[src/rtl/raygen_pkg.sv]
// raygen_pkg: shared types and constants for the pixel ray generator.
// vec3_t carries the default 16-bit component width; modules whose
// POSITION_WIDTH is overridden declare their own [2:0][POSITION_WIDTH-1:0]
// arrays with the same layout ([0]=x, [1]=y, [2]=z).
package raygen_pkg;

  // Width of pixel coordinates and frame dimensions.
  localparam int PIXEL_W = 12;

  // Default component width of a 3-vector.
  localparam int POS_W_DEFAULT = 16;

  typedef logic [2:0][POS_W_DEFAULT-1:0] vec3_t;

  // Generator FSM states; the top maps these onto plain 2-bit constants.
  typedef enum logic [1:0] {
    RG_IDLE  = 2'd0,
    RG_EMIT  = 2'd1,
    RG_DRAIN = 2'd2
  } raygen_state_e;

endpackage

[src/rtl/pixel_ray_generator_if.sv]
// pixel_ray_generator_if: ray output channel plus the retire return path.
//
// Handshake: the master raises rayValid with a stable payload (rayOrigin,
// rayDir, pixelX, pixelY, rayLast); a transfer happens on every rising clock
// edge where rayValid && rayReady. While rayValid && !rayReady the payload
// holds and rayValid stays high (only flush or reset may withdraw it).
// rayReady may depend on nothing from the master. rayRetired is an
// independent one-cycle pulse from the slave for each ray it has finished.
interface pixel_ray_generator_if #(
  parameter int POSITION_WIDTH = 16
) ();
  import raygen_pkg::*;

  logic                           rayValid;
  logic                           rayReady;
  logic [2:0][POSITION_WIDTH-1:0] rayOrigin;
  logic [2:0][POSITION_WIDTH-1:0] rayDir;
  logic [PIXEL_W-1:0]             pixelX;
  logic [PIXEL_W-1:0]             pixelY;
  logic                           rayLast;
  logic                           rayRetired;

  modport master (
    output rayValid, rayOrigin, rayDir, pixelX, pixelY, rayLast,
    input  rayReady, rayRetired
  );

  modport slave (
    input  rayValid, rayOrigin, rayDir, pixelX, pixelY, rayLast,
    output rayReady, rayRetired
  );

endinterface

[src/rtl/vec3_add.sv]
// vec3_add: component-wise 3-vector adder; each component wraps modulo
// 2^POSITION_WIDTH (no saturation, carries never cross components).
module vec3_add #(
  parameter int POSITION_WIDTH = 16
) (
  input  logic [2:0][POSITION_WIDTH-1:0] a,
  input  logic [2:0][POSITION_WIDTH-1:0] b,
  output logic [2:0][POSITION_WIDTH-1:0] sum
);

  // Independent wrapping add per component.
  always_comb begin
    sum = '0;
    for (int i = 0; i < 3; i++) begin
      sum[i] = a[i] + b[i];
    end
  end

endmodule

[src/rtl/pixel_ray_generator.sv]
// pixel_ray_generator: walks the configured frame in raster order and emits
// one primary ray per pixel. Directions are built incrementally: the column
// step adds X to the current direction, the row step adds Y to a row
// accumulator that holds the direction of the first pixel of the row.
// All camera vectors and frame dimensions are latched on an accepted start.
// Rays in flight downstream are counted and capped at MAX_OUTSTANDING; the
// block stays busy until every issued ray has been retired.
//
// Optional feature macro: RAYGEN_PERF_EN -- when defined, frameCycles reports
// the number of non-idle cycles of the most recently completed frame;
// otherwise frameCycles is constant 0.
module pixel_ray_generator
  import raygen_pkg::*;
#(
  parameter int POSITION_WIDTH  = 16,
  parameter int MAX_OUTSTANDING = 64,
  parameter int CYCLE_WIDTH     = 32
) (
  input  logic                           clock,
  input  logic                           reset,
  input  logic [2:0][POSITION_WIDTH-1:0] cameraQ,
  input  logic [2:0][POSITION_WIDTH-1:0] cameraV,
  input  logic [2:0][POSITION_WIDTH-1:0] cameraX,
  input  logic [2:0][POSITION_WIDTH-1:0] cameraY,
  input  logic [PIXEL_W-1:0]             width,
  input  logic [PIXEL_W-1:0]             height,
  input  logic                           start,
  input  logic                           flush,
  output logic                           ready,
  output logic                           busy,
  output logic [CYCLE_WIDTH-1:0]         frameCycles,
  output logic [1:0]                     stateDebug,
  pixel_ray_generator_if.master          ray
);

  localparam logic [1:0] S_IDLE  = RG_IDLE;
  localparam logic [1:0] S_EMIT  = RG_EMIT;
  localparam logic [1:0] S_DRAIN = RG_DRAIN;

  // One extra bit so the counter can hold MAX_OUTSTANDING itself.
  localparam int              CNT_W = $clog2(MAX_OUTSTANDING) + 1;
  localparam logic [CNT_W-1:0] CAP  = CNT_W'(MAX_OUTSTANDING);

  logic [1:0]                     state;
  logic [CNT_W-1:0]               outCnt;
  logic [CNT_W-1:0]               cntNext;

  logic [2:0][POSITION_WIDTH-1:0] qLat;
  logic [2:0][POSITION_WIDTH-1:0] xLat;
  logic [2:0][POSITION_WIDTH-1:0] yLat;
  logic [2:0][POSITION_WIDTH-1:0] rowAcc;
  logic [2:0][POSITION_WIDTH-1:0] dirReg;
  logic [2:0][POSITION_WIDTH-1:0] colSum;
  logic [2:0][POSITION_WIDTH-1:0] rowSum;
  logic [PIXEL_W-1:0]             wLat;
  logic [PIXEL_W-1:0]             hLat;
  logic [PIXEL_W-1:0]             pxReg;
  logic [PIXEL_W-1:0]             pyReg;

  logic startOk;
  logic atCap;
  logic handshake;
  logic retireEff;
  logic endOfRow;
  logic lastPix;

  // Column step: next direction along the current row.
  vec3_add #(.POSITION_WIDTH(POSITION_WIDTH)) u_col_add (
    .a   (dirReg),
    .b   (xLat),
    .sum (colSum)
  );

  // Row step: direction of the first pixel of the next row.
  vec3_add #(.POSITION_WIDTH(POSITION_WIDTH)) u_row_add (
    .a   (rowAcc),
    .b   (yLat),
    .sum (rowSum)
  );

  // Handshake, retire qualification and next outstanding count.
  always_comb begin
    startOk   = start && (width != '0) && (height != '0);
    atCap     = (outCnt == CAP);
    handshake = ray.rayValid && ray.rayReady;
    // A retire with nothing outstanding cannot correspond to a real ray.
    retireEff = ray.rayRetired && (outCnt != '0);
    endOfRow  = (pxReg == wLat - PIXEL_W'(1));
    lastPix   = endOfRow && (pyReg == hLat - PIXEL_W'(1));
    cntNext   = outCnt;
    if (handshake && !retireEff) begin
      cntNext = outCnt + CNT_W'(1);
    end else if (!handshake && retireEff) begin
      cntNext = outCnt - CNT_W'(1);
    end
  end

  // Frame sequencing: IDLE -> EMIT on a usable start, EMIT -> DRAIN on the
  // last handshake or flush, DRAIN -> IDLE once nothing remains outstanding.
  always_ff @(posedge clock) begin
    if (!reset) begin
      state <= S_IDLE;
    end else begin
      case (state)
        S_IDLE: begin
          if (startOk) begin
            state <= S_EMIT;
          end
        end
        S_EMIT: begin
          if (flush || (handshake && lastPix)) begin
            state <= S_DRAIN;
          end
        end
        S_DRAIN: begin
          if (cntNext == '0) begin
            state <= S_IDLE;
          end
        end
        default: state <= S_IDLE;
      endcase
    end
  end

  // Rays issued but not yet retired downstream.
  always_ff @(posedge clock) begin
    if (!reset) begin
      outCnt <= '0;
    end else begin
      outCnt <= cntNext;
    end
  end

  // Frame setup on start, then raster walk of pixel and direction on each
  // accepted ray. Nothing moves while the current ray is waiting.
  always_ff @(posedge clock) begin
    if (!reset) begin
      qLat   <= '0;
      xLat   <= '0;
      yLat   <= '0;
      rowAcc <= '0;
      dirReg <= '0;
      wLat   <= '0;
      hLat   <= '0;
      pxReg  <= '0;
      pyReg  <= '0;
    end else if ((state == S_IDLE) && startOk) begin
      qLat   <= cameraQ;
      xLat   <= cameraX;
      yLat   <= cameraY;
      rowAcc <= cameraV;
      dirReg <= cameraV;
      wLat   <= width;
      hLat   <= height;
      pxReg  <= '0;
      pyReg  <= '0;
    end else if (handshake) begin
      if (!endOfRow) begin
        pxReg  <= pxReg + PIXEL_W'(1);
        dirReg <= colSum;
      end else begin
        pxReg  <= '0;
        pyReg  <= pyReg + PIXEL_W'(1);
        rowAcc <= rowSum;
        dirReg <= rowSum;
      end
    end
  end

  // Valid is withheld only at the outstanding cap; the cap is reached only
  // through a handshake, so a pending ray is never withdrawn by it.
  assign ray.rayValid  = (state == S_EMIT) && !atCap;
  assign ray.rayOrigin = qLat;
  assign ray.rayDir    = dirReg;
  assign ray.pixelX    = pxReg;
  assign ray.pixelY    = pyReg;
  assign ray.rayLast   = lastPix;

  assign ready      = (state == S_IDLE);
  assign busy       = !ready;
  assign stateDebug = state;

`ifdef RAYGEN_PERF_EN
  logic [CYCLE_WIDTH-1:0] cycCnt;
  logic [CYCLE_WIDTH-1:0] frameReg;

  // Count non-idle cycles of the current frame; publish the total (including
  // the final drain cycle) as the frame returns to idle.
  always_ff @(posedge clock) begin
    if (!reset) begin
      cycCnt   <= '0;
      frameReg <= '0;
    end else if (state == S_IDLE) begin
      if (startOk) begin
        cycCnt <= '0;
      end
    end else begin
      cycCnt <= cycCnt + CYCLE_WIDTH'(1);
      if ((state == S_DRAIN) && (cntNext == '0)) begin
        frameReg <= cycCnt + CYCLE_WIDTH'(1);
      end
    end
  end

  assign frameCycles = frameReg;
`else
  assign frameCycles = '0;
`endif

endmodule

[src/flat_wrapper.sv]
// flat-port wrapper written by rule: the top's interface ports become plain ports
module pixel_ray_generator_flat import raygen_pkg::*;
#(
  parameter int POSITION_WIDTH  = 16,
  parameter int MAX_OUTSTANDING = 64,
  parameter int CYCLE_WIDTH     = 32
)
  (clock, reset, cameraQ, cameraV, cameraX, cameraY, width, height, start, flush, ready, busy, frameCycles, stateDebug, ray_rayValid, ray_rayOrigin, ray_rayDir, ray_pixelX, ray_pixelY, ray_rayLast, ray_rayReady, ray_rayRetired);
  pixel_ray_generator_if #(.POSITION_WIDTH(POSITION_WIDTH)) ray_i ();
  input  logic clock;
  input  logic reset;
  input  logic [2:0][POSITION_WIDTH-1:0] cameraQ;
  input  logic [2:0][POSITION_WIDTH-1:0] cameraV;
  input  logic [2:0][POSITION_WIDTH-1:0] cameraX;
  input  logic [2:0][POSITION_WIDTH-1:0] cameraY;
  input  logic [PIXEL_W-1:0] width;
  input  logic [PIXEL_W-1:0] height;
  input  logic start;
  input  logic flush;
  output logic ready;
  output logic busy;
  output logic [CYCLE_WIDTH-1:0] frameCycles;
  output logic [1:0] stateDebug;
  output wire logic [$bits(ray_i.rayValid)-1:0] ray_rayValid;
  output wire logic [$bits(ray_i.rayOrigin)-1:0] ray_rayOrigin;
  output wire logic [$bits(ray_i.rayDir)-1:0] ray_rayDir;
  output wire logic [$bits(ray_i.pixelX)-1:0] ray_pixelX;
  output wire logic [$bits(ray_i.pixelY)-1:0] ray_pixelY;
  output wire logic [$bits(ray_i.rayLast)-1:0] ray_rayLast;
  input wire logic [$bits(ray_i.rayReady)-1:0] ray_rayReady;
  input wire logic [$bits(ray_i.rayRetired)-1:0] ray_rayRetired;
  assign ray_rayValid = ray_i.rayValid;
  assign ray_rayOrigin = ray_i.rayOrigin;
  assign ray_rayDir = ray_i.rayDir;
  assign ray_pixelX = ray_i.pixelX;
  assign ray_pixelY = ray_i.pixelY;
  assign ray_rayLast = ray_i.rayLast;
  assign ray_i.rayReady = ray_rayReady;
  assign ray_i.rayRetired = ray_rayRetired;
  pixel_ray_generator #(.POSITION_WIDTH(POSITION_WIDTH), .MAX_OUTSTANDING(MAX_OUTSTANDING), .CYCLE_WIDTH(CYCLE_WIDTH)) u_core (.clock(clock), .reset(reset), .cameraQ(cameraQ), .cameraV(cameraV), .cameraX(cameraX), .cameraY(cameraY), .width(width), .height(height), .start(start), .flush(flush), .ready(ready), .busy(busy), .frameCycles(frameCycles), .stateDebug(stateDebug), .ray(ray_i));
endmodule
[config.mk]
export PLATFORM = sky130hd
export DESIGN_NAME = pixel_ray_generator_flat
export DESIGN_NICKNAME = d
export VERILOG_FILES = /design/src/rtl/raygen_pkg.sv /design/src/rtl/pixel_ray_generator_if.sv /design/src/rtl/vec3_add.sv /design/src/rtl/pixel_ray_generator.sv /design/src/flat_wrapper.sv
export SDC_FILE = /design/constraint.sdc
export NUM_CORES = 1
export LEC_CHECK = 0
export ABC_AREA = 1
export BUFFER_PORTS_ARGS = -buffer_cell sky130_fd_sc_hd__buf_2
export CORE_MARGIN = 4
export CORE_UTILIZATION = 35
export DETAILED_ROUTE_END_ITERATION = 10
export GPL_TIMING_DRIVEN = 0
export PLACE_DENSITY = 0.58
export SLEW_MARGIN = 20
export SYNTH_ARGS = -nofsm -noshare
export SYNTH_HDL_FRONTEND = slang
export SYNTH_SLANG_ARGS = --single-unit
[constraint.sdc]
create_clock -name clock -period 3 [get_ports clock]
set_input_delay 0.15 -clock clock [delete_from_list [all_inputs] [get_ports clock]]
set_output_delay 0.15 -clock clock [all_outputs]
set_load 0.02 [all_outputs]
==> results of run 1 <==
==> metrics by stage <==
step | total power [mW] | TNS (ns) | area (µm²) | setup WS (ns)
6_report | 14.3 | 0 | 24200 | 0.165
5_1_grt | 15.1 | -0.00685 | 24200 | -0.00685
4_1_cts | 14.3 | 0 | 24100 | 0.0114
3_5_place_dp | 9.48 | -3.32 | 20800 | -0.189
3_3_place_gp | 9.46 | -2.58 | 20800 | -0.150
2_1_floorplan | 7.94 | 0 | 18200 | 0.420
==> cell type report <==
class,instances,area [µm²],area share (%)
Antenna cell,3,7.51,0.0310
Buffer,141,729,3.01
Clock buffer,52,1090,4.52
Clock inverter,12,120,0.496
Inverter,215,807,3.33
Multi-Input combinational cell,2131,10800,44.7
Sequential cell,297,5950,24.5
Tap cell,680,851,3.51
Timing Repair Buffer,559,3850,15.9
==> worst paths after layout <==
| check | from | endpoint | cells past startpoint |
|---|---|---|---|
| worst max-delay path | width[3] | u_core.xLat[41] | 9 |
| worst min-delay path | cameraV[47] | u_core.rowAcc[47] | 4 |
| worst max register to register | u_core.wLat[1] | u_core.rowAcc[40] | 16 |
| worst min register to register | u_core.rowAcc[21] | u_core.rowAcc[21] | 1 |
==> flip-flops by register name, indices dropped and copies added, names as in the netlist, 12 cells and up <==
name / count
u_core.ray.rayDir: 48
u_core.ray.rayOrigin: 48
u_core.rowAcc: 48
u_core.xLat: 48
u_core.yLat: 48
u_core.hLat: 12
u_core.ray.pixelX: 12
u_core.ray.pixelY: 12
u_core.wLat: 12
==> power by group through the flow <==
stage | clock (mW) | sequential (mW) | combinational (mW)
6_report | 4.55 | 4.82 | 4.93
4_1_cts | 4.66 | 4.81 | 4.85
3_5_place_dp | 0 | 4.89 | 4.59
2_1_floorplan | 0 | 4.97 | 2.97
5_1_grt | 4.78 | 4.86 | 5.47
3_3_place_gp | 0 | 4.88 | 4.58
==> logic make-up (layout without fill, tap and decap cells) <==
logic type,count (synthesis),in the layout,synth area share [%]
AOI/OAI and AO/OA,565,565,16.5
xor gates and xnor gates,100,100,4.84
adders and majority gates,102,102,7.30
buffers and inverters,357,979,8.38
DFF,297,297,32.8
other,1,35,0.0207
and+or+nand+nor,1332,1332,30.1
==> cell usage after synthesis (all sizes together) <==
master,instances,share of area [%]
a211oi,7,0.29
a21boi,2,0.083
a21o,14,0.58
a21oi,178,5.0
a31oi,11,0.38
and2,2,0.069
and3,1,0.035
buf,56,2.1
clkbuf,86,1.8
conb,1,0.021
dfxtp,297,33
fa,6,0.66
ha,96,6.6
inv,215,4.5
nand2,591,12
nand3,147,4.1
nand3b,11,0.46
nand4,19,0.66
nor2,507,11
nor3,35,0.97
nor3b,2,0.083
nor4,7,0.24
o2111ai,1,0.048
o211a,1,0.055
o211ai,5,0.21
o21a,7,0.29
o21ai,321,8.9
o21bai,14,0.58
o22ai,1,0.035
o31ai,2,0.083
o32ai,1,0.048
or2,9,0.31
or3,1,0.035
xnor2,28,1.4
xor2,72,3.5
==> what timing repair did <==
| action | 4_1_cts | 5_1_grt |
|---|---|---|
| resized for setup | 10 | 26 |
| pin swaps | 1 | 1 |
| hold buffers | 207 | 0 |
| endpoints found under the hold margin | 226 | 0 |
| gates cloned | 0 | 0 |
| setup endpoints to repair | 52 | 70 |
| buffers inserted | 2 | 3 |
==> layer usage <==
metal	share of wire, %	routed length, µm	global-route usage, %	up-vias
met5	0	0	0	-
met4	3.4	2520	8.47	0
met3	8.6	6380	6.79	132
met2	46	34200	43.1	749
met1	42	30700	31.1	9254
li1	-	-	-	10200
==> worst max-delay path: stages <==
cell and delay [ns]:
sky130_fd_sc_hd__dlygate4sd3_1 0.53, sky130_fd_sc_hd__buf_2 0.13, sky130_fd_sc_hd__nor4_1 0.30, sky130_fd_sc_hd__nand3_1 0.14, sky130_fd_sc_hd__nand3_2 0.29, sky130_fd_sc_hd__buf_1 0.73, sky130_fd_sc_hd__clkbuf_1 0.73, sky130_fd_sc_hd__o21ai_0 0.18
sky130_fd_sc_hd__nor2_1 0.12
==> impl_metrics.ini, run 1 <==
[routing]
postRouteWirelength_mm = 73.8
wl_per_cell_um = 18.0
drt_iter0_markers = 1427
drc = 0
route.antenna.remaining_nets = 0
detailroute.via_count = 20300
drt-vias-per-instance = 4.97
dr.pass1.iters = 6

[final_layout]
utilization_pct = 47.2
layout_commonest_cell = sky130_fd_sc_hd__nand2_1
syn2layout_area_growth_pct = 33.8
layout_common_cells = 586 x sky130_fd_sc_hd__nand2_1, 498 x sky130_fd_sc_hd__nor2_1, 355 x sky130_fd_sc_hd__buf_2
num-fill-cells = 5504
nNetsFinal = 3707
final_layout_size_suffix_gt1_share_pct = 15.0
finalNonFillerCells = 4090

[critical_path]
timing.critical_path.arrival_ns = 3.31
ff2ff_setup_slack_ns = 0.21
crit_type = in2reg
critical_path.startpoint_type = input port
worst-path-max-fanout = 10
worstSetupEndpointType = flip-flop
worst-endpoint-required_ns = 3.48

[die]
fp.coreArea_um2 = 51300
ioPinCount = 380
dieHeight_um = 235
floorplan.die_area_um2 = 55400
start_util_pct = 35.3
core.rowCount = 83
die-width_um = 235

[clock_tree]
cts_num_sinks = 297
cts.path.max_buffers = 3
clock-root-buffer = sky130_fd_sc_hd__clkbuf_16
cts.reportedPaths.clkPinSlew_ns = 0.06
worst_skew_pair.late_latency_ns = 0.57
cts_buffers = 38
tritoncts = yes
cts.htree.levels = 2

[timing]
max_slew_violations = 0
max_clock_freq_ghz = 0.353
report.final.hold_viol_count = 0
final.period_utilization_pct = 94.5
finalHoldWorstSlack_ns = 0.0364
grt_setup_unrepaired = true
setup_viol_count_final = 0
timing.max_slew.rel_slack_pct = 27.9
post-route-min-period_ns = 2.84
clock-skew-final_ns = 0.0316
worst_pin_slew_ns = 1.08

[logic_synthesis]
synthesis.yosys.warnings = 0
synth-seq-cells = 297
postSynthCellCount = 2754
mappedNetlistArea_um2 = 18100
synth.avg_cell_area_um2 = 6.58
yosys.cell_types.count = 48
seq_area_frac_synth_pct = 32.8

[placed_design]
placedCellCount = 3812
routabilityCongestion = 0.941
port-buffer-count = 347
dpl.hpwl_mm = 58.2

[global_route]
grt_first_pass_wirelength_mm = 110
antenna_found_initial = 2
grt_pass1_vias = 19600
tot_gr_track_use_pct = 25.3
grt_overflow_total = 0
grt_max_degree = 20

[status]
result_of_the_run = completed

[power]
combinationalPowerShare_pct = 34.5
cellInternalPower_mw = 8.88
sequentialPowerShare_pct = 33.7
power.share.switching_pct = 37.9
pwr-share-clk_pct = 31.8
static_leakage_nw = 11.7
pwr_density_cell_nw_per_um2 = 590
netSwitchingPower_mw = 5.41
ir_worst_vdd_mv = 0.478

[flow_run]
maxCapViolations = 0

[hold_path]
min-delay-path-class = in2reg
No activity file was read; power rests on OpenSTA's default activity.
==> inputs of run 2 (changes only) <==
--- a/config.mk
+++ b/config.mk
@@ -11,6 +11,7 @@
 export CORE_UTILIZATION = 35
 export DETAILED_ROUTE_END_ITERATION = 10
 export GPL_TIMING_DRIVEN = 0
+export MAX_ROUTING_LAYER = met4
 export PLACE_DENSITY = 0.58
 export SLEW_MARGIN = 20
 export SYNTH_ARGS = -nofsm -noshare
==> constraint.sdc (replaced) <==
create_clock -name clock -period 3 [get_ports clock]
set_input_delay 0.9 -clock clock [delete_from_list [all_inputs] [get_ports clock]]
set_output_delay 0.9 -clock clock [all_outputs]
set_load 0.02 [all_outputs]
==> run 2 against run 1 <==
Compared with the run above: the run now ends with setup timing left; combinational power shrank 4.1%; routed wire length shrank 2.2%; non-clock buffer count shrank 196; count of clock-buffer cells in the layout grew 4; final area shrank 7.6%; register-to-register slack lost 0.15 ns; final cell count shrank 4.4%; setup slack lost 0.69 ns; via count shrank 4.5%; core utilization shrank 3.6 points; maximum frequency shrank 20%; clock skew grew 0.0015 ns; largest cell class unchanged; largest power group is now registers.
==> impl_metrics.ini, run 2 (synthesis gave the netlist of run 1 again) <==
[clock_tree]
cts.htree.levels = 2
cts.path.max_buffers = 3
ctsHoldBuffers = 0
cts_buffers = 38
cts.reportedPaths.clkPinSlew_ns = 0.05
cts_num_sinks = 297
clock-root-buffer = sky130_fd_sc_hd__clkbuf_16
worst_skew_pair.late_latency_ns = 0.57
tritoncts = yes

[power]
pwr-share-clk_pct = 33.3
cellInternalPower_mw = 8.92
ir_worst_vdd_mv = 0.391
static_leakage_nw = 10.9
sequentialPowerShare_pct = 33.6
netSwitchingPower_mw = 5.39
pwr_density_cell_nw_per_um2 = 639
combinationalPowerShare_pct = 33.1
power.share.switching_pct = 37.7

[routing]
detailroute.via_count = 19400
drt-vias-per-instance = 4.97
wl_per_cell_um = 18.5
dr.pass1.iters = 6
drt_iter0_markers = 1493
route.antenna.remaining_nets = 0
postRouteWirelength_mm = 72.2
drc = 0

[final_layout]
finalNonFillerCells = 3908
nNetsFinal = 3511
layout_commonest_cell = sky130_fd_sc_hd__nand2_1
utilization_pct = 43.7
final_layout_size_suffix_gt1_share_pct = 16.9
syn2layout_area_growth_pct = 23.7
layout_common_cells = 580 x sky130_fd_sc_hd__nand2_1, 495 x sky130_fd_sc_hd__nor2_1, 355 x sky130_fd_sc_hd__buf_2
layout.cell_area.non_filler_um2 = 22400
num-fill-cells = 5603

[hold_path]
timing.hold.worst_path_depth = 1
origin_of_the_worst_min_delay_path = u_core.rowAcc[35]
min-delay-path-class = reg2reg

[timing]
timing.max_slew.rel_slack_pct = 26.6
report.final.hold_viol_count = 0
setup_viol_count_final = 1
max_slew_violations = 0
finalHoldWorstSlack_ns = 0.468
post-route-min-period_ns = 3.53
final.period_utilization_pct = 118
clock-skew-final_ns = 0.0331
worst_pin_slew_ns = 1.10
post-route-worst-setup-slack_ns = -0.525
fin_tns_setup_ns = -0.525
max_clock_freq_ghz = 0.284
grt_setup_unrepaired = true

[global_route]
grt_first_pass_wirelength_mm = 107
grt_max_degree = 19
grt_overflow_total = 0
grt_pass1_vias = 18600
tot_gr_track_use_pct = 25.5
antenna_found_initial = 12

[critical_path]
timing.critical_path.buf_inv = 2
startpoint = u_core.hLat[0]
crit_type = reg2out
crit_path_top_delay_cell = sky130_fd_sc_hd__nor4_4
worst-path-max-fanout = 4
rr_endpoint = u_core.ray.pixelX[7]
timing.critical_path.arrival_ns = 2.63
r2r_cells = 11
timing.critical_path.to = ray_rayLast
critical_path.most_common_cell = sky130_fd_sc_hd__nand2_1
timing.critical_path.depth = 11
worst_path_largest_cell_delay_ns = 0.34
worstSetupEndpointType = primary output
critical_path.startpoint_type = flip-flop
worst-endpoint-required_ns = 2.10
worst_r2r_startpoint = u_core.outCnt[0]
ff2ff_setup_slack_ns = 0.06
crit_family = simple AND/OR/NAND/NOR gates
cells_along_the_critical_path = inv_2, ha_4, or2_4, nand2_1, nand2_1, nand2_1, nand2_2, nor4_4, nand3_2, nor4_4, buf_4

[flow_run]
maxCapViolations = 0

[placed_design]
dpl.hpwl_mm = 58.3
placedInstanceArea_um2 = 20800
port-buffer-count = 347
placedCellCount = 3812
routabilityCongestion = 0.951

[die]
ioPinCount = 380
floorplan.die_area_um2 = 55400
start_util_pct = 35.3
dieHeight_um = 235
die-width_um = 235
fp.coreArea_um2 = 51300
core.rowCount = 83

[status]
violated_checks = setup timing
result_of_the_run = finished, violations left
[run 2: changes by cell type in the layout (fill, tap and decap cells not counted), sizes merged]
| cell | delta |
|---|---|
| dlygate4sd3 | -207 |
| buf | +10 |
| diode | +10 |
| clkbuf | +5 |
| clkinv | -2 |
| bufinv | +1 |
| clkinvlp | +1 |
[run 2: metal layers]
| layer | GRT usage [%] | wire length [µm] | vias to the layer above |
|---|---|---|---|
| met5 | - | 0 | - |
| met4 | 6.32 | 1880 | 0 |
| met3 | 5.34 | 6140 | 103 |
| met2 | 42.4 | 33900 | 673 |
| met1 | 31.7 | 30300 | 8827 |
| li1 | - | - | 9815 |
[run 2: timing repair]
| item | in CTS | in global routing |
|---|---|---|
| pin swaps | 9 | 8 |
| buffers inserted | 9 | 7 |
| resized for setup | 26 | 29 |
| cloned | 0 | 0 |
| setup endpoints to repair | 51 | 50 |
[run 2: worst min-delay path by stage]
stage,endpoint,slack (ns)
2_1_floorplan,u_core.rowAcc[19],0.44
3_3_place_gp,u_core.rowAcc[35],0.45
3_5_place_dp,u_core.rowAcc[21],0.46
4_1_cts,u_core.rowAcc[37],0.47
5_1_grt,u_core.rowAcc[35],0.48
6_report,u_core.rowAcc[35],0.47
[run 2: power by group through the flow]
| stage | Combinational (mW) | Sequential (mW) | Clock, mW |
|---|---|---|---|
| 2_1_floorplan | 2.97 | 4.97 | 0 |
| 3_3_place_gp | 4.58 | 4.89 | 0 |
| 3_5_place_dp | 4.58 | 4.89 | 0 |
| 4_1_cts | 4.65 | 4.81 | 4.86 |
| 5_1_grt | 5.29 | 4.86 | 5.02 |
| 6_report | 4.73 | 4.82 | 4.77 |
[run 2: metrics by stage]
stage,total power [mW],setup slack (ns)
detailed placement,9.47,-0.692
CTS,14.3,-0.533
finish,14.3,-0.525
floorplan,7.95,0.00698
global placement,9.47,-0.693
global route,15.2,-0.616
[run 2: worst register-to-register path, cell delays in order, from the launching register on]
cell	delay, ns
sky130_fd_sc_hd__dfxtp_1	0.38
sky130_fd_sc_hd__inv_1	0.12
sky130_fd_sc_hd__ha_1	0.27
sky130_fd_sc_hd__nand2_1	0.08
sky130_fd_sc_hd__nor2_1	0.06
sky130_fd_sc_hd__nand2_1	0.08
sky130_fd_sc_hd__nand3_1	0.43
sky130_fd_sc_hd__nor2_2	0.63
sky130_fd_sc_hd__inv_2	0.24
sky130_fd_sc_hd__nand2_1	0.24
sky130_fd_sc_hd__buf_4	0.22
sky130_fd_sc_hd__nor3_1	0.06
[run 2: area by class of cell]
| type | instances | area [µm²] | share of cell area, % |
|---|---|---|---|
| clock inverter | 12 | 144 | 0.642 |
| buffer | 141 | 733 | 3.27 |
| sequential | 297 | 5950 | 26.6 |
| antenna | 13 | 32.5 | 0.145 |
| multi-input combinational | 2131 | 10900 | 48.6 |
| clock buffer | 56 | 1140 | 5.09 |
| timing repair buffer | 363 | 1860 | 8.30 |
| inverter | 215 | 810 | 3.61 |
| tap | 680 | 851 | 3.80 |
